### src/rtl/dac_frame_receiver.sv
// dac_frame_receiver
//   Receiving end of the DAC serial link. Deserializes MSB-first frames on
//   serialClock while syncDAC is low, keeps the last complete frame in
//   holdData, and transfers it to dacOut/ctrlOut whenever ldac is sampled low
//   (input register / DAC register pair, as in the DAC itself).
//
// Ports
//   serialClock  in   sole clock, all inputs sampled on the rising edge
//   resetN       in   synchronous active-low reset
//   syncDAC      in   active-low frame enable
//   dIn          in   serial data, MSB first
//   ldac         in   active-low load strobe, level-sampled
//   holdData     out  last complete frame
//   dacOut       out  loaded data field (low DATA_BITS of the frame)
//   ctrlOut      out  loaded control field (upper bits of the frame)
//   frameValid   out  one-cycle pulse when a frame completes
//   frameError   out  one-cycle pulse on a short frame or an overrun
//   frameCount   out  completed-frame count, wraps 255 -> 0
module dac_frame_receiver #(
    parameter int FRAME_BITS = 16,
    parameter int DATA_BITS  = 12
) (
    input  logic                             serialClock,
    input  logic                             resetN,
    input  logic                             syncDAC,
    input  logic                             dIn,
    input  logic                             ldac,
    output logic [FRAME_BITS-1:0]            holdData,
    output logic [DATA_BITS-1:0]             dacOut,
    output logic [FRAME_BITS-DATA_BITS-1:0]  ctrlOut,
    output logic                             frameValid,
    output logic                             frameError,
    output logic [7:0]                       frameCount
);

    typedef enum logic [1:0] {
        IDLE,
        SHIFT,
        DONE
    } stateT;

    // bitCnt holds the number of bits already received, so the bit being
    // sampled in SHIFT is the last one when bitCnt equals FRAME_BITS-1.
    localparam logic [4:0] LAST_BIT = 5'(FRAME_BITS - 1);

    stateT                  state, stateNext;
    logic [4:0]             bitCnt, bitCntNext;
    logic [FRAME_BITS-1:0]  shiftReg, shiftNext;
    logic [FRAME_BITS-1:0]  holdNext;
    logic                   overrunSeen, overrunNext;
    logic                   validNext, errorNext;
    logic [7:0]             countNext;

    always_ff @(posedge serialClock) begin
        if (!resetN) begin
            state       <= IDLE;
            bitCnt      <= '0;
            shiftReg    <= '0;
            holdData    <= '0;
            overrunSeen <= 1'b0;
            frameValid  <= 1'b0;
            frameError  <= 1'b0;
            frameCount  <= '0;
        end else begin
            state       <= stateNext;
            bitCnt      <= bitCntNext;
            shiftReg    <= shiftNext;
            holdData    <= holdNext;
            overrunSeen <= overrunNext;
            frameValid  <= validNext;
            frameError  <= errorNext;
            frameCount  <= countNext;
        end
    end

    always_comb begin
        stateNext   = state;
        bitCntNext  = bitCnt;
        shiftNext   = shiftReg;
        holdNext    = holdData;
        overrunNext = overrunSeen;
        validNext   = 1'b0;
        errorNext   = 1'b0;
        countNext   = frameCount;

        case (state)
            IDLE: begin
                if (!syncDAC) begin
                    shiftNext  = {{(FRAME_BITS-1){1'b0}}, dIn};
                    bitCntNext = 5'd1;
                    stateNext  = SHIFT;
                end
            end

            SHIFT: begin
                if (!syncDAC) begin
                    shiftNext  = {shiftReg[FRAME_BITS-2:0], dIn};
                    bitCntNext = bitCnt + 5'd1;
                    if (bitCnt == LAST_BIT) begin
                        holdNext    = {shiftReg[FRAME_BITS-2:0], dIn};
                        validNext   = 1'b1;
                        countNext   = frameCount + 8'd1;
                        overrunNext = 1'b0;
                        stateNext   = DONE;
                    end
                end else begin
                    // Short frame: drop the partial word, holdData untouched.
                    errorNext  = 1'b1;
                    bitCntNext = '0;
                    shiftNext  = '0;
                    stateNext  = IDLE;
                end
            end

            DONE: begin
                if (!syncDAC) begin
                    // Overrun bits are ignored; only the first one is flagged.
                    if (!overrunSeen) begin
                        errorNext   = 1'b1;
                        overrunNext = 1'b1;
                    end
                end else begin
                    overrunNext = 1'b0;
                    bitCntNext  = '0;
                    stateNext   = IDLE;
                end
            end

            default: begin
                stateNext = IDLE;
            end
        endcase
    end

    // Output register load is independent of framing; it always takes the
    // pre-edge holdData, so a frame completing on the same edge is not seen.
    always_ff @(posedge serialClock) begin
        if (!resetN) begin
            dacOut  <= '0;
            ctrlOut <= '0;
        end else if (!ldac) begin
            dacOut  <= holdData[DATA_BITS-1:0];
            ctrlOut <= holdData[FRAME_BITS-1:DATA_BITS];
        end
    end

endmodule
### config.mk
export PLATFORM = sky130hd
export DESIGN_NAME = dac_frame_receiver
export DESIGN_NICKNAME = d
export VERILOG_FILES = /design/src/rtl/dac_frame_receiver.sv
export SDC_FILE = /design/constraint.sdc
export NUM_CORES = 1
export LEC_CHECK = 0
export BUFFER_PORTS_ARGS = -buffer_cell sky130_fd_sc_hd__buf_2
export CAP_MARGIN = 15
export CELL_PAD_IN_SITES_DETAIL_PLACEMENT = 0
export CELL_PAD_IN_SITES_GLOBAL_PLACEMENT = 1
export CORE_MARGIN = 2
export CORE_UTILIZATION = 40
export CTS_CLUSTER_SIZE = 14
export DETAILED_ROUTE_END_ITERATION = 10
export HOLD_SLACK_MARGIN = 0.12
export PLACE_DENSITY = 0.78
export SLEW_MARGIN = 20
export SYNTH_ARGS = -nofsm -noshare
export SYNTH_HDL_FRONTEND = slang
export SYNTH_SLANG_ARGS = --single-unit
### constraint.sdc
create_clock -name serialClock -period 2.1 [get_ports serialClock]
set_input_delay 0.21 -clock serialClock [delete_from_list [all_inputs] [get_ports serialClock]]
set_output_delay 0.21 -clock serialClock [all_outputs]
set_load 0.02 [all_outputs]
### Yosys cells after proc, flatten, opt, wreduce, memory -nomap -nowiden

Index checks and enable logic that the tools add are counted.

| operators by class | value |
|---|---|
| $add $sub $neg | 2 |
| eq/ne operators | 8 |
| muxes and demuxes | 21 |
| bitwise logic cells | 3 |
| reductions and logical operators | 10 |

Operators with widths:

| cell | number |
|---|---|
| $mux W15 | 2 |
| $pmux W15 S2 | 1 |
| $mux W5 | 3 |
| $pmux W5 S3 | 1 |
| $reduce_and A3 Y1 | 4 |
| $add A8 B1 Y8 const B | 1 |
| $mux W2 | 4 |
| $ne A2 B2 Y1 const B | 4 |
| $mux W1 | 7 |
| $pmux W2 S3 | 1 |
| $add A5 B1 Y5 const B | 1 |
| $eq A5 B4 Y1 const B | 1 |
| $pmux W1 S2 | 2 |
| $reduce_bool A2 Y1 | 2 |
| $ne A3 B3 Y1 const B | 1 |
| $not A1 Y1 | 3 |
| $reduce_bool A3 Y1 | 1 |
| $reduce_or A3 Y1 | 1 |
| $eq A2 B1 Y1 const B | 1 |
| $eq A2 B2 Y1 const B | 1 |
| $logic_not A2 Y1 | 1 |
| $reduce_and A2 Y1 | 1 |

| storage, ports and cells | value |
|---|---|
| flip-flop bits (word level) | 65 |
| input port bits | 5 |
| logic and storage cells | 54 |

### Longest topological paths before layout

Gate-level depths: netlist (run 1).

| logic depth | value |
|---|---|
| word-level depth | 4 |
| depth in mapped cells | 8 |

### Least setup slack after synthesis (run 1)

OpenSTA, ideal clock, no wires.

| path | value |
|---|---|
| kind | flip-flop to flip-flop |
| from | register state[0] |
| to | register bitCnt[3] |
| library setup time | 0.092 ns |
| arrival time | 1.722 ns |
| path slack | 0.285 ns |
| stages on the path, launching flop included | 6 |
| buffers on the path | 0 |
| clock period less this slack | 1.815 ns |
| cell sequence | dfxtp_1 -> inv_1 -> ha_1 -> mux2_4 -> or4b_4 -> o32ai_1 |

| on the way | value |
|---|---|
| longest elaborated chain between the ends | 3 |
| elaborated cells on any way between the ends | 8 |

RTL lines:

| element | line | source |
|---|---|---|
| start: declaration | 46 | `stateT state, stateNext;` |
| start signal: assignment | 65 | `state <= stateNext;` |
| $eq A2 B2 Y1 (tied with other cells) | 86 | `case (state)` |
| $ne A2 B2 Y1 (no source line) / $reduce_bool A3 Y1 (equally long branches) | -- |  |
| $reduce_and A3 Y1 (no source line) | -- |  |
| end signal: assignment | 66 | `bitCnt <= bitCntNext;` |
| end: declaration | 47 | `logic [4:0] bitCnt, bitCntNext;` |

Parallel ways exist; a longest one is shown, timed or not.
A chain may end at the register's enable or synchronous reset.

### Worst setup path after layout (run 1)

Ends and elaborated chain as after synthesis.

==> results of run 1 <==
cell type report:
class / instances / share of cell area
Clock inverter: 2 / 0.0189
Timing Repair Buffer: 54 / 0.0913
Clock buffer: 13 / 0.0531
Tap cell: 77 / 0.0303
Inverter: 7 / 0.00826
Multi-Input combinational cell: 213 / 0.389
Sequential cell: 65 / 0.409
sequential cells by signal, summed over array words and instances (netlist names):
| register | cells |
|---|---|
| bitCnt | 5 |
| ctrlOut | 4 |
| dacOut | 12 |
| frameCount | 8 |
| frameError | 1 |
| frameValid | 1 |
| holdData | 16 |
| overrunSeen | 1 |
| shiftReg | 15 |
| state | 2 |
cells in the final DEF, fill, tap and decap left out, drive strengths merged, types with 2 or more instances in the layout:
master   n
a21oi   41
a311oi   2
and3     2
buf     54
bufinv   2
clkbuf  13
dfxtp   65
ha       8
inv      6
mux2i   19
nand2   61
nand2b   5
nand3b   3
nor2    19
nor2b    2
nor3b    2
nor4     4
o21ai   19
o22ai    2
o31ai    2
or3      3
or4      3
or4b     2
layer usage:
layer  vias to the layer above  routed length, um  share of wire
li1                       1141                  -              -
met1                      1040               2610           0.49
met2                        41               2460           0.46
met3                         5                224          0.042
met4                         0                 57          0.011
met5                         -                  0              0
per-stage QoR:
stage / cell area (um2) / power, W / util / setup WS [ns] / std cells
floorplan: 2680 / 0.00139 / - / 0.285 / 306
global placement: 2950 / 0.00142 / 0.459 / 0.156 / 416
detailed placement: 2950 / 0.00142 / 0.459 / 0.149 / 416
CTS: 3180 / 0.00263 / 0.495 / 0.135 / 431
global route: 3180 / 0.00271 / 0.495 / 0.0524 / 431
finish: 3180 / 0.00260 / 0.495 / 0.126 / 431
cell families (layout without fill, tap and decap cells):
group / count (synthesis) / in the layout / share of synthesized area
muxes: 20 / 20 / 0.0765
and+or+nand+nor: 112 / 112 / 0.197
AOI/OAI and AO/OA: 72 / 72 / 0.147
adders and majority gates: 8 / 8 / 0.0373
xor gates and xnor gates: 1 / 1 / 0.00326
buffers and inverters: 28 / 76 / 0.0545
DFF: 65 / 65 / 0.485
where the power goes:
group / total [W] / switching (W) / leakage [nW] / internal, W
sequential: 0.00125 / 0.00000730 / 0.524 / 0.00124
combinational: 0.000150 / 0.0000976 / 0.654 / 0.0000520
clock: 0.00120 / 0.000442 / 0.116 / 0.000760
critical path, cell delays in order, from the launching register on:
cell	delay, ns
dfxtp_1	0.41
inv_1	0.09
ha_1	0.29
mux2_4	0.35
or4b_4	0.50
o32ai_1	0.25
path summary, 6_finish.rpt:
| path | from | to | slack (ns) |
|---|---|---|---|
| hold reg to reg | shiftReg[14] | holdData[15] | 0.45 |
| setup / recovery | state[0] | bitCnt[3] | 0.13 |
| hold / removal | dIn | holdData[0] | 0.14 |
| setup reg to reg | state[0] | bitCnt[3] | 0.13 |
timing repair:
action / 4_1_cts / 5_1_grt
buffers inserted: 0 / 0
endpoints found under the setup margin: 0 / 18
resized for setup: 0 / 1
==> impl_metrics.json, run 1 <==
{
  "finalHoldViolations": 0,
  "clockRootBuffer": "clkbuf_8",
  "met1_usage": 0.214,
  "cts_made_buffers": 9,
  "min_path_cells": 3,
  "synth_nets": 319,
  "rsz0062_at_grt": "false",
  "grt_use_met3": 0.0327,
  "dieArea_um2": 7380,
  "synth_top_area_frac": 0.485,
  "cts_buffer_depth": 2,
  "wl_per_cell_um": 12.4,
  "yosysWarningCount": 0,
  "hold_class": "primary input to flop",
  "slew_headroom": 0.643,
  "ant_nets": 0,
  "synth_async_sr_flop_share": 0,
  "grt_util_met2": 0.235,
  "synth_common_cells": "dfxtp_1, nand2_1, a21oi_1",
  "dr.pass1.iters": 4,
  "fin_crit_ns": 1.97,
  "hold_slack_ns": 0.145,
  "grt_max_degree": 31,
  "r2r_cells": 5,
  "pwr_density_cell_nw_per_um2": 817,
  "grt_busiest_layer": "met2",
  "worstPathArrival_ns": 2.22,
  "synth_cells": 306,
  "core-area_um2": 6420,
  "num_io_pins": 47,
  "track_usage": 0.155,
  "ys_ff_latch": 65,
  "drc": 0,
  "setup_violations": 0,
  "worst_slew_pin_slew_ns": 0.536,
  "cap_violations": 0,
  "yosysTopAreaCell": "dfxtp_1",
  "die_y_um": 85.9,
  "max_clock_freq_ghz": 0.507,
  "cp_max_fo": 9,
  "syn_to_final_growth_pct": 18.5,
  "grt-ovfl-total": 0,
  "htreeDepth": 3,
  "numPortBuffers": 46,
  "power.leakage_nw": 1.29,
  "antenna_found_initial": 0,
  "layout-drive-gt1-share": 0.206,
  "status": "complete, no violations",
  "drtIter0Drc": 136,
  "avgSynthCellArea_um2": 8.77,
  "cts.sinks": 65,
  "tritoncts": "yes",
  "slew_viol_final": 0,
  "avgViaCountPerCell": 5.17,
  "fin_crit_sh": 0.940,
  "required_ns": 2.34,
  "start_util": 0.418,
  "die-width_um": 85.9,
  "cp-start-kind": "flop",
  "hold_buffers": 0,
  "syn_area_um2": 2680,
  "clk_pin_slew_ns": 0.07,
  "wirelength_mm": 5.35,
  "worst_skew_pair.late_latency_ns": 0.33,
  "clock-skew-final_ns": 0.00679,
  "grt_pass1_wl_mm": 9.25,
  "ys.flop_type": "dfxtp_1",
  "yosysUniqueCellTypes": 43,
  "multi_input_area_um2": 1240,
  "synthMostInstantiatedCell": "dfxtp_1",
  "critPathCaptureType": "flop",
  "ir_worst_vdd_uv": 432,
  "synth_area_leaders": "dfxtp_1, nand2_1, a21oi_1",
  "rows": 29,
  "fill_cells": 630,
  "grt_pass1_vias": 1925,
  "synth-edff-count": 0,
  "crit_type": "flop to flop",
  "final-seq-area_um2": 1300,
  "finalSetupTns_ns": 0,
  "num_vias": 2227,
  "place_congestion": 0.810,
  "dp_hpwl_mm": 3.60,
  "layout.nets": 363,
  "antenna_cells": 0,
  "ys_seq_area_frac": 0.485
}
(Power assumes the default switching activity.)
==> run 2: changes to the inputs <==
--- a/config.mk
+++ b/config.mk
@@ -10,11 +10,11 @@
 export CELL_PAD_IN_SITES_DETAIL_PLACEMENT = 0
 export CELL_PAD_IN_SITES_GLOBAL_PLACEMENT = 1
 export CORE_MARGIN = 2
-export CORE_UTILIZATION = 40
+export CORE_UTILIZATION = 25
 export CTS_CLUSTER_SIZE = 14
 export DETAILED_ROUTE_END_ITERATION = 10
 export HOLD_SLACK_MARGIN = 0.12
-export PLACE_DENSITY = 0.78
+export PLACE_DENSITY = 0.54
 export SLEW_MARGIN = 20
 export SYNTH_ARGS = -nofsm -noshare
 export SYNTH_HDL_FRONTEND = slang
==> run 2 against run 1 <==
Effect of this change: via count up 0.76%; sequential cell count is the same; clock power barely moved; setup slack improved by 0.058 ns; die area rose by 57%; global-route usage down 4.0 points; final area up 2.8%; fmax up 3.0%; largest power group unchanged.
==> impl_metrics.json, run 2 (synthesis results as in run 1) <==
{
  "die-width_um": 108,
  "instances_no_fill": 493,
  "num_vias": 2244,
  "dr.pass1.iters": 4,
  "cpMaxStageDelayCell": "or4b_4",
  "clockRootBuffer": "clkbuf_8",
  "core-area_um2": 10400,
  "die_y_um": 108,
  "hold_slack_ns": 0.208,
  "numPortBuffers": 46,
  "finalSetupTns_ns": 0,
  "start_util": 0.259,
  "met1_usage": 0.155,
  "crit_type": "flop to flop",
  "antenna_found_initial": 0,
  "drc": 0,
  "ir_worst_vdd_uv": 303,
  "grt-ovfl-total": 0,
  "cts_buffer_depth": 2,
  "layout-drive-gt1-share": 0.213,
  "wirelength_mm": 6.20,
  "htreeDepth": 3,
  "dieArea_um2": 11600,
  "fill_cells": 1155,
  "final_core_util": 0.315,
  "grt_util_met2": 0.172,
  "rsz0062_at_grt": "false",
  "grt_pass1_vias": 2087,
  "power.leakage_nw": 1.30,
  "fin_crit_ns": 1.92,
  "pwr_density_cell_nw_per_um2": 802,
  "cts_setup_buffers": 0,
  "final_cell_mix": "dfxtp_1, nand2_1, buf_2",
  "cts_made_buffers": 9,
  "ant_nets": 0,
  "rows": 37,
  "cts.sinks": 65,
  "grt_max_degree": 29,
  "place_congestion": 0.726,
  "path_cells": "inv_1 -> ha_1 -> mux2_4 -> or4b_4 -> o32ai_1",
  "worst_skew_pair.late_latency_ns": 0.34,
  "num_io_pins": 47,
  "layout.nets": 365,
  "required_ns": 2.35,
  "largest-register": "holdData",
  "worstPathArrival_ns": 2.17,
  "drtIter0Drc": 93,
  "grt_use_met3": 0.0303,
  "max_stage_delay_ns": 0.50,
  "top_regs": "holdData x16, shiftReg x15, dacOut x12",
  "cp_max_fo": 9,
  "track_usage": 0.115,
  "cap_violations": 0,
  "fin_crit_sh": 0.912,
  "dp_hpwl_mm": 4.08,
  "clk_pin_slew_ns": 0.08,
  "slew_viol_final": 0,
  "largest_register_ffs": 16,
  "grt_pass1_wl_mm": 10.4,
  "syn_to_final_growth_pct": 21.8,
  "grt_busiest_layer": "met2",
  "avgViaCountPerCell": 4.55,
  "finalHoldViolations": 0,
  "mostFrequentLayoutCell": "dfxtp_1",
  "setup_violations": 0,
  "hold_class": "primary input to flop",
  "worst_slew_pin_slew_ns": 0.572,
  "antenna_cells": 0,
  "critPathCaptureType": "flop",
  "tritoncts": "yes",
  "slew_headroom": 0.619,
  "max_clock_freq_ghz": 0.522,
  "clock-skew-final_ns": 0.0110,
  "cp-start-kind": "flop",
  "status": "complete, no violations",
  "wl_per_cell_um": 12.6,
  "post-place-cells": 476
}
run 2: cell types whose count changed in the layout (fill, tap and decap cells not counted), sizes merged:
cell	delta
dlygate4sd3	+1
clkinvlp	+2
buf	+1
inv	+1
clkinv	+1
clkbuf	-3
run 2: area by class of cell:
| class | count | area, um2 | share of cell area |
|---|---|---|---|
| clock buffer | 10 | 138 | 0.0421 |
| clock inverter | 6 | 88.8 | 0.0272 |
| inverter | 7 | 26.3 | 0.00804 |
| multi-input combinational | 213 | 1240 | 0.378 |
| sequential | 65 | 1300 | 0.398 |
| tap | 136 | 170 | 0.0520 |
| timing repair buffer | 56 | 308 | 0.0941 |
run 2: final timing paths:
kind / from / to / slack [ns] / depth (start not counted)
max: state[0] / bitCnt[3] / 0.18 / 5
min: resetN / frameError / 0.21 / 3
max reg2reg: state[0] / bitCnt[3] / 0.18 / 5
min reg2reg: shiftReg[14] / holdData[15] / 0.45 / 2
run 2: routing by layer:
layer / share of wire / vias up
li1: - / 1147
met1: 0.51 / 1049
met2: 0.43 / 38
met3: 0.041 / 10
met4: 0.019 / 0
met5: 0 / -
run 2: critical path: cells and delay by family, from the launching register on:
| family | cells | cell delay (ns) |
|---|---|---|
| AND/OR/NAND/NOR | 1 | 0.50 |
| flip-flops | 1 | 0.41 |
| multiplexers | 1 | 0.32 |
| adder cells (fa/ha/maj) | 1 | 0.26 |
| AO/OA/AOI/OAI | 1 | 0.26 |
| buffers and inverters | 1 | 0.08 |
run 2: stage by stage:
stage                     power (W)  setup WS [ns]  cell area, um2
final                       0.00262          0.184            3270
after floorplan             0.00139          0.285            2680
after CTS                   0.00266         0.0729            3270
after global placement      0.00143          0.211            3030
after detailed placement    0.00143          0.112            3030
after global routing        0.00274         0.0519            3270
run 2: power by group:
part	leakage (nW)	switching (W)	internal, W
clock	0.109	0.000521	0.000703
combinational	0.664	0.0000995	0.0000531
sequential	0.524	0.00000696	0.00124
run 2: repair_timing:
| action | in CTS | in global routing |
|---|---|---|
| gates resized for setup | 0 | 1 |
| hold buffers | 1 | 0 |
| endpoints found under the hold margin | 1 | 0 |
| endpoints found under the setup margin | 0 | 18 |
